## src/rtl/mul_div_unit.sv

```systemverilog
// Iterative 32x32 multiply/divide unit with architectural HI/LO registers (33-edge latency).
// Define MULDIV_FAST_MUL_EN to replace iterative MULT/MULTU with a single-cycle multiplier.
module mul_div_unit (
  input  logic        clk,
  input  logic        reset,
  input  logic        start,
  input  logic [1:0]  op,
  input  logic [31:0] opA,
  input  logic [31:0] opB,
  input  logic        mthi,
  input  logic        mtlo,
  input  logic        flush,
  output logic        busy,
  output logic        done,
  output logic [31:0] hi,
  output logic [31:0] lo
);

  typedef enum logic [1:0] {IDLE, CALC, FINISH} state_t;

  state_t      state;
  logic [5:0]  cnt;
  logic        is_div;
  logic        neg_a;
  logic        neg_b;
  logic        b_zero;
  logic [31:0] a_raw;
  logic [31:0] addend;
  logic [63:0] p;

  // Magnitudes of the incoming operands; signed ops are op[0]==0.
  logic        in_neg_a, in_neg_b;
  logic [31:0] in_mag_a, in_mag_b;
  assign in_neg_a = ~op[0] & opA[31];
  assign in_neg_b = ~op[0] & opB[31];
  assign in_mag_a = in_neg_a ? -opA : opA;
  assign in_mag_b = in_neg_b ? -opB : opB;

`ifdef MULDIV_FAST_MUL_EN
  logic [63:0] fast_prod;
  assign fast_prod = {32'b0, in_mag_a} * {32'b0, in_mag_b};
`endif

  // Multiply keeps {partial, multiplier}; divide keeps {remainder, dividend/quotient}.
  logic [32:0] mul_sum;
  logic [32:0] div_trial;
  logic [63:0] mul_next;
  logic [63:0] div_next;
  assign mul_sum   = {1'b0, p[63:32]} + (p[0] ? {1'b0, addend} : 33'd0);
  assign mul_next  = {mul_sum, p[31:1]};
  assign div_trial = {p[63:31]} - {1'b0, addend};
  assign div_next  = div_trial[32] ? {p[62:0], 1'b0}
                                   : {div_trial[31:0], p[30:0], 1'b1};

  logic [63:0] prod_fix;
  logic [31:0] quo_fix, rem_fix;
  assign prod_fix = (neg_a ^ neg_b) ? -p : p;
  assign quo_fix  = (neg_a ^ neg_b) ? -p[31:0] : p[31:0];
  assign rem_fix  = neg_a ? -p[63:32] : p[63:32];

  always_ff @(posedge clk) begin
    if (reset) begin
      state  <= IDLE;
      cnt    <= 6'd0;
      busy   <= 1'b0;
      done   <= 1'b0;
      hi     <= 32'd0;
      lo     <= 32'd0;
      is_div <= 1'b0;
      neg_a  <= 1'b0;
      neg_b  <= 1'b0;
      b_zero <= 1'b0;
      a_raw  <= 32'd0;
      addend <= 32'd0;
      p      <= 64'd0;
    end else begin
      done <= 1'b0;
      if (flush) begin
        state <= IDLE;
        busy  <= 1'b0;
      end else begin
        case (state)
          IDLE: begin
            if (start) begin
              is_div <= op[1];
              neg_a  <= in_neg_a;
              neg_b  <= in_neg_b;
              b_zero <= (opB == 32'd0);
              a_raw  <= opA;
              addend <= op[1] ? in_mag_b : in_mag_a;
              cnt    <= 6'd0;
              busy   <= 1'b1;
`ifdef MULDIV_FAST_MUL_EN
              if (!op[1]) begin
                p     <= fast_prod;
                state <= FINISH;
              end else begin
                p     <= {32'd0, in_mag_a};
                state <= CALC;
              end
`else
              p     <= op[1] ? {32'd0, in_mag_a} : {32'd0, in_mag_b};
              state <= CALC;
`endif
            end else begin
              if (mthi) hi <= opA;
              if (mtlo) lo <= opA;
            end
          end
          CALC: begin
            p   <= is_div ? div_next : mul_next;
            cnt <= cnt + 6'd1;
            if (cnt == 6'd31) state <= FINISH;
          end
          FINISH: begin
            if (!is_div) begin
              {hi, lo} <= prod_fix;
            end else if (b_zero) begin
              hi <= a_raw;
              lo <= 32'hFFFF_FFFF;
            end else begin
              hi <= rem_fix;
              lo <= quo_fix;
            end
            done  <= 1'b1;
            busy  <= 1'b0;
            state <= IDLE;
          end
          default: begin
            state <= IDLE;
            busy  <= 1'b0;
          end
        endcase
      end
    end
  end

endmodule

```

## config.mk

```make
export PLATFORM = sky130hd
export DESIGN_NAME = mul_div_unit
export DESIGN_NICKNAME = d
export VERILOG_FILES = /design/src/rtl/mul_div_unit.sv
export SDC_FILE = /design/constraint.sdc
export NUM_CORES = 1
export LEC_CHECK = 0
export CORE_MARGIN = 2
export CORE_UTILIZATION = 40
export CTS_BUF_LIST = sky130_fd_sc_hd__clkbuf_4 sky130_fd_sc_hd__clkbuf_8 sky130_fd_sc_hd__clkbuf_16
export CTS_CLUSTER_SIZE = 25
export DETAILED_ROUTE_END_ITERATION = 16
export GPL_TIMING_DRIVEN = 0
export PLACE_DENSITY_LB_ADDON = 0.1
export SKIP_LAST_GASP = 1
export SYNTH_ARGS = -nofsm -noshare
export SYNTH_HDL_FRONTEND = slang
export SYNTH_SLANG_ARGS = --single-unit
```

## constraint.sdc

```tcl
create_clock -name clk -period 5.9 [get_ports clk]
set_clock_uncertainty 0.1 [all_clocks]
set_input_delay 0.885 -clock clk [delete_from_list [all_inputs] [get_ports clk]]
set_output_delay 0.885 -clock clk [all_outputs]
set_load 0.005 [all_outputs]
```

==> metrics, run 1 <==
Avg Synthesized Cell Area=about 7.1 um2; Clock Tree Root=clkbuf_16; hold_sp=lo[24]; post-route ant nets=0; routed len/inst=around 26 um; met2 wire len=35300 um; Post-DP HPWL=about 63000 um; Post-Place Setup Slack=0.847 ns; PostCTS Resize Cnt=0; Area growth syn-to-layout=16.7%; # hold bufs at CTS=0; Top Layer Used=met4; Vias=18839; vias in the first global route=between 15000 and 20000; die width=approximately 210 um; router iterations before antenna repair=6; Post-CTS Setup Repair Bufs=0; Distinct cells, synth=80; global route total overflow=0; top cells by count, synth=nand2_1 (313), a21oi_1 (269), nor2_1 (257); Final setup viols=0; largest net degree at the start of global routing=13; met3 WL=about 6200 um; Pwr Density=around 210 nW/um2; nets@finish=approximately 2700; WP data required=around 6.3 ns; initial DRC count=roughly 1700; RSZ-0062 raised after global routing=false; Critical R2R Launch=p[0]; synth top area cells=dfxtp_1 (24%), a21oi_1 (8.0%), nand2_1 (7.0%), nor2_1 (5.7%), xnor2_1 (5.5%); Num CTS Buffers=26; core area=between 40000 and 50000 um2; filler-free cell count of the finished design=about 3000; Worst Setup End Kind=flop; P_leak=around 7.3 nW; initial core utilization=between 40% and 50%; ant diodes=0; relative slew slack=approximately 20%; Final Max Tran Viols=0; top_reg_cell synth=dfxtp_1; M1 wire length=roughly 34000 um; H-tree level count=1; Syn Inst Count=~2400; CP Class=flop to flop; Hold Slack=about 0.35 ns; final WL=approximately 79000 um; worst r2r dst=p[62]; FILL cells=roughly 4400; initial antenna violation count=0; Setup TNS Final=0 ns; WHS Path Cells=2; yosys warns=0; Synth top area share=around a quarter; WHS Endpoint=lo[24]; FF-to-FF setup slack=0.71 ns; Async S/R FF share, synth=0%; worst-skew pair later-pin latency=around 0.56 ns; clock slew at reported path FFs=~0.06 ns; gr usage total=35.0%; Hold Vio Cnt, Final=0; Setup crit start kind=flop; CP Max Fanout=10; status=complete, no violations; die height=209 um; FP Rows=75; Max-Cap Viols=0; vias per cell=between 6 and 7; Post-synth EDFFs=0; post-synth net total=2518; Port Buffers=126; Worst Reg2Reg Path Length in Cells=16; total power=0.00418 W; sequential fraction of the synthesis area=about 24%; Tmin final=5.19 ns; worst vdd ir=roughly 0.00023 V; Tightest Pin Transition=~1.2 ns; gp weighted congestion=between 0.9 and 1; placed insts=between 3000 and 4000; share of layout cells above drive strength 1=4.28%; Post-Syn Area=approximately 17000 um2; count leader, synth=nand2_1; CP arrival=5.58 ns; Seq. cell area=between 4000 and 5000 um2; Multi-input gate area=11700 um2; area of the die=between 40000 and 50000 um2; Worst Setup Slack, final=about 0.7 ns; CTS tree=built; Residual DRC=0; area leader, netlist=dfxtp_1; first-pass GRT wire length=between 100000 and 150000 um; worst hold path type=flop to flop; CTS max path bufs=3; final cycle utilization of the critical path=about nine tenths; CTS Sinks=206; f_max=a little under 0.2 GHz; io pins=about 140; Yosys reg bits=~200
[final cells by class]
class	instances	area share (%)
tap	539	3.42
sequential	206	20.9
multi-input combinational	1904	59.6
clock buffer	33	3.75
inverter	75	1.43
buffer	190	3.73
timing repair buffer	126	6.40
clock inverter	13	0.762
[critical path: stages, from the launching register on]
cell and delay, ns:
dfxtp_1 0.31, clkbuf_1 0.54, inv_1 0.37, clkbuf_1 0.34, nor2_1 0.23, ha_1 0.25, clkbuf_1 0.21, a21oi_1 0.23
o21ai_0 0.25, and3_1 0.26, nor3_2 0.36, a21oi_2 0.14, a2111oi_1 0.70, o21ai_1 0.23, nand3_1 0.14, mux2_1 0.33
a31oi_1 0.16
[metal layers]
metal / vias up / track usage [%]
met2: 842 / 56.4
met1: 9068 / 46.1
li1: 8762 / -
met3: 167 / 5.52
met4: 0 / 16.1
met5: - / 0
[per-stage QoR]
step	util, %	area (um2)
2_1_floorplan	-	16900
3_3_place_gp	45.0	18800
3_5_place_dp	45.0	18800
4_1_cts	47.1	19700
5_1_grt	47.1	19700
6_report	47.1	19700
[worst max-delay path by stage]
stage	start	slack, ns	end
3_3_place_gp	p[0]	0.82	p[62]
3_5_place_dp	p[0]	0.85	p[62]
2_1_floorplan	p[0]	2.13	p[62]
6_report	p[0]	0.71	p[62]
4_1_cts	p[0]	0.83	p[62]
5_1_grt	p[0]	0.39	p[62]
[sequential cells by signal, summed over array words and instances (netlist names), 2 cells and up]
signal / cells
lo: 32
cnt: 6
p: 64
a_raw: 32
addend: 32
hi: 32
state: 2
[where the power goes]
group          total [W]  switching [W]  internal (W)  leakage, nW
logic           0.000980       0.000638      0.000342         5.15
clock network    0.00170       0.000684       0.00101        0.446
registers        0.00151      0.0000560       0.00145         1.68
total            0.00418        0.00138       0.00281         7.28
[layout by cell type (no fill, tap or decap), drive strengths merged, types with 18 or more instances in the layout]
| cell | instances |
|---|---|
| xor2 | 89 |
| a211oi | 57 |
| nand2 | 313 |
| a21o | 34 |
| nor2 | 257 |
| mux2i | 50 |
| a22oi | 20 |
| a31oi | 22 |
| or2 | 18 |
| o21ai | 137 |
| clkdlybuf4s50 | 126 |
| o221ai | 30 |
| nor4 | 32 |
| buf | 25 |
| a21oi | 270 |
| o211ai | 56 |
| ha | 69 |
| inv | 75 |
| clkbuf | 198 |
| nor3 | 54 |
| nand3 | 28 |
| nor2b | 18 |
| dfxtp | 206 |
| xnor2 | 107 |
| nand2b | 27 |
[cells by family after synthesis]
group                    share of synthesized area [%]
AO/OA/AOI/OAI                                     27.8
adder cells (fa/ha/maj)                           5.35
AND/OR/NAND/NOR                                   22.6
buffers and inverters                             6.02
flip-flops                                        24.4
XOR/XNOR                                          10.2
multiplexers                                      3.63
Note: power is estimated with default switching activity, not from simulation.
==> inputs of run 2 (changes only) <==
==> constraint.sdc (replaced) <==
create_clock -name clk -period 5.9 [get_ports clk]
set_clock_uncertainty 0.1 [all_clocks]
set_input_delay 1.475 -clock clk [delete_from_list [all_inputs] [get_ports clk]]
set_output_delay 1.475 -clock clk [all_outputs]
set_load 0.005 [all_outputs]
==> results of run 2 <==
The final DEF is identical to that of run 1; final timing and power are the same.
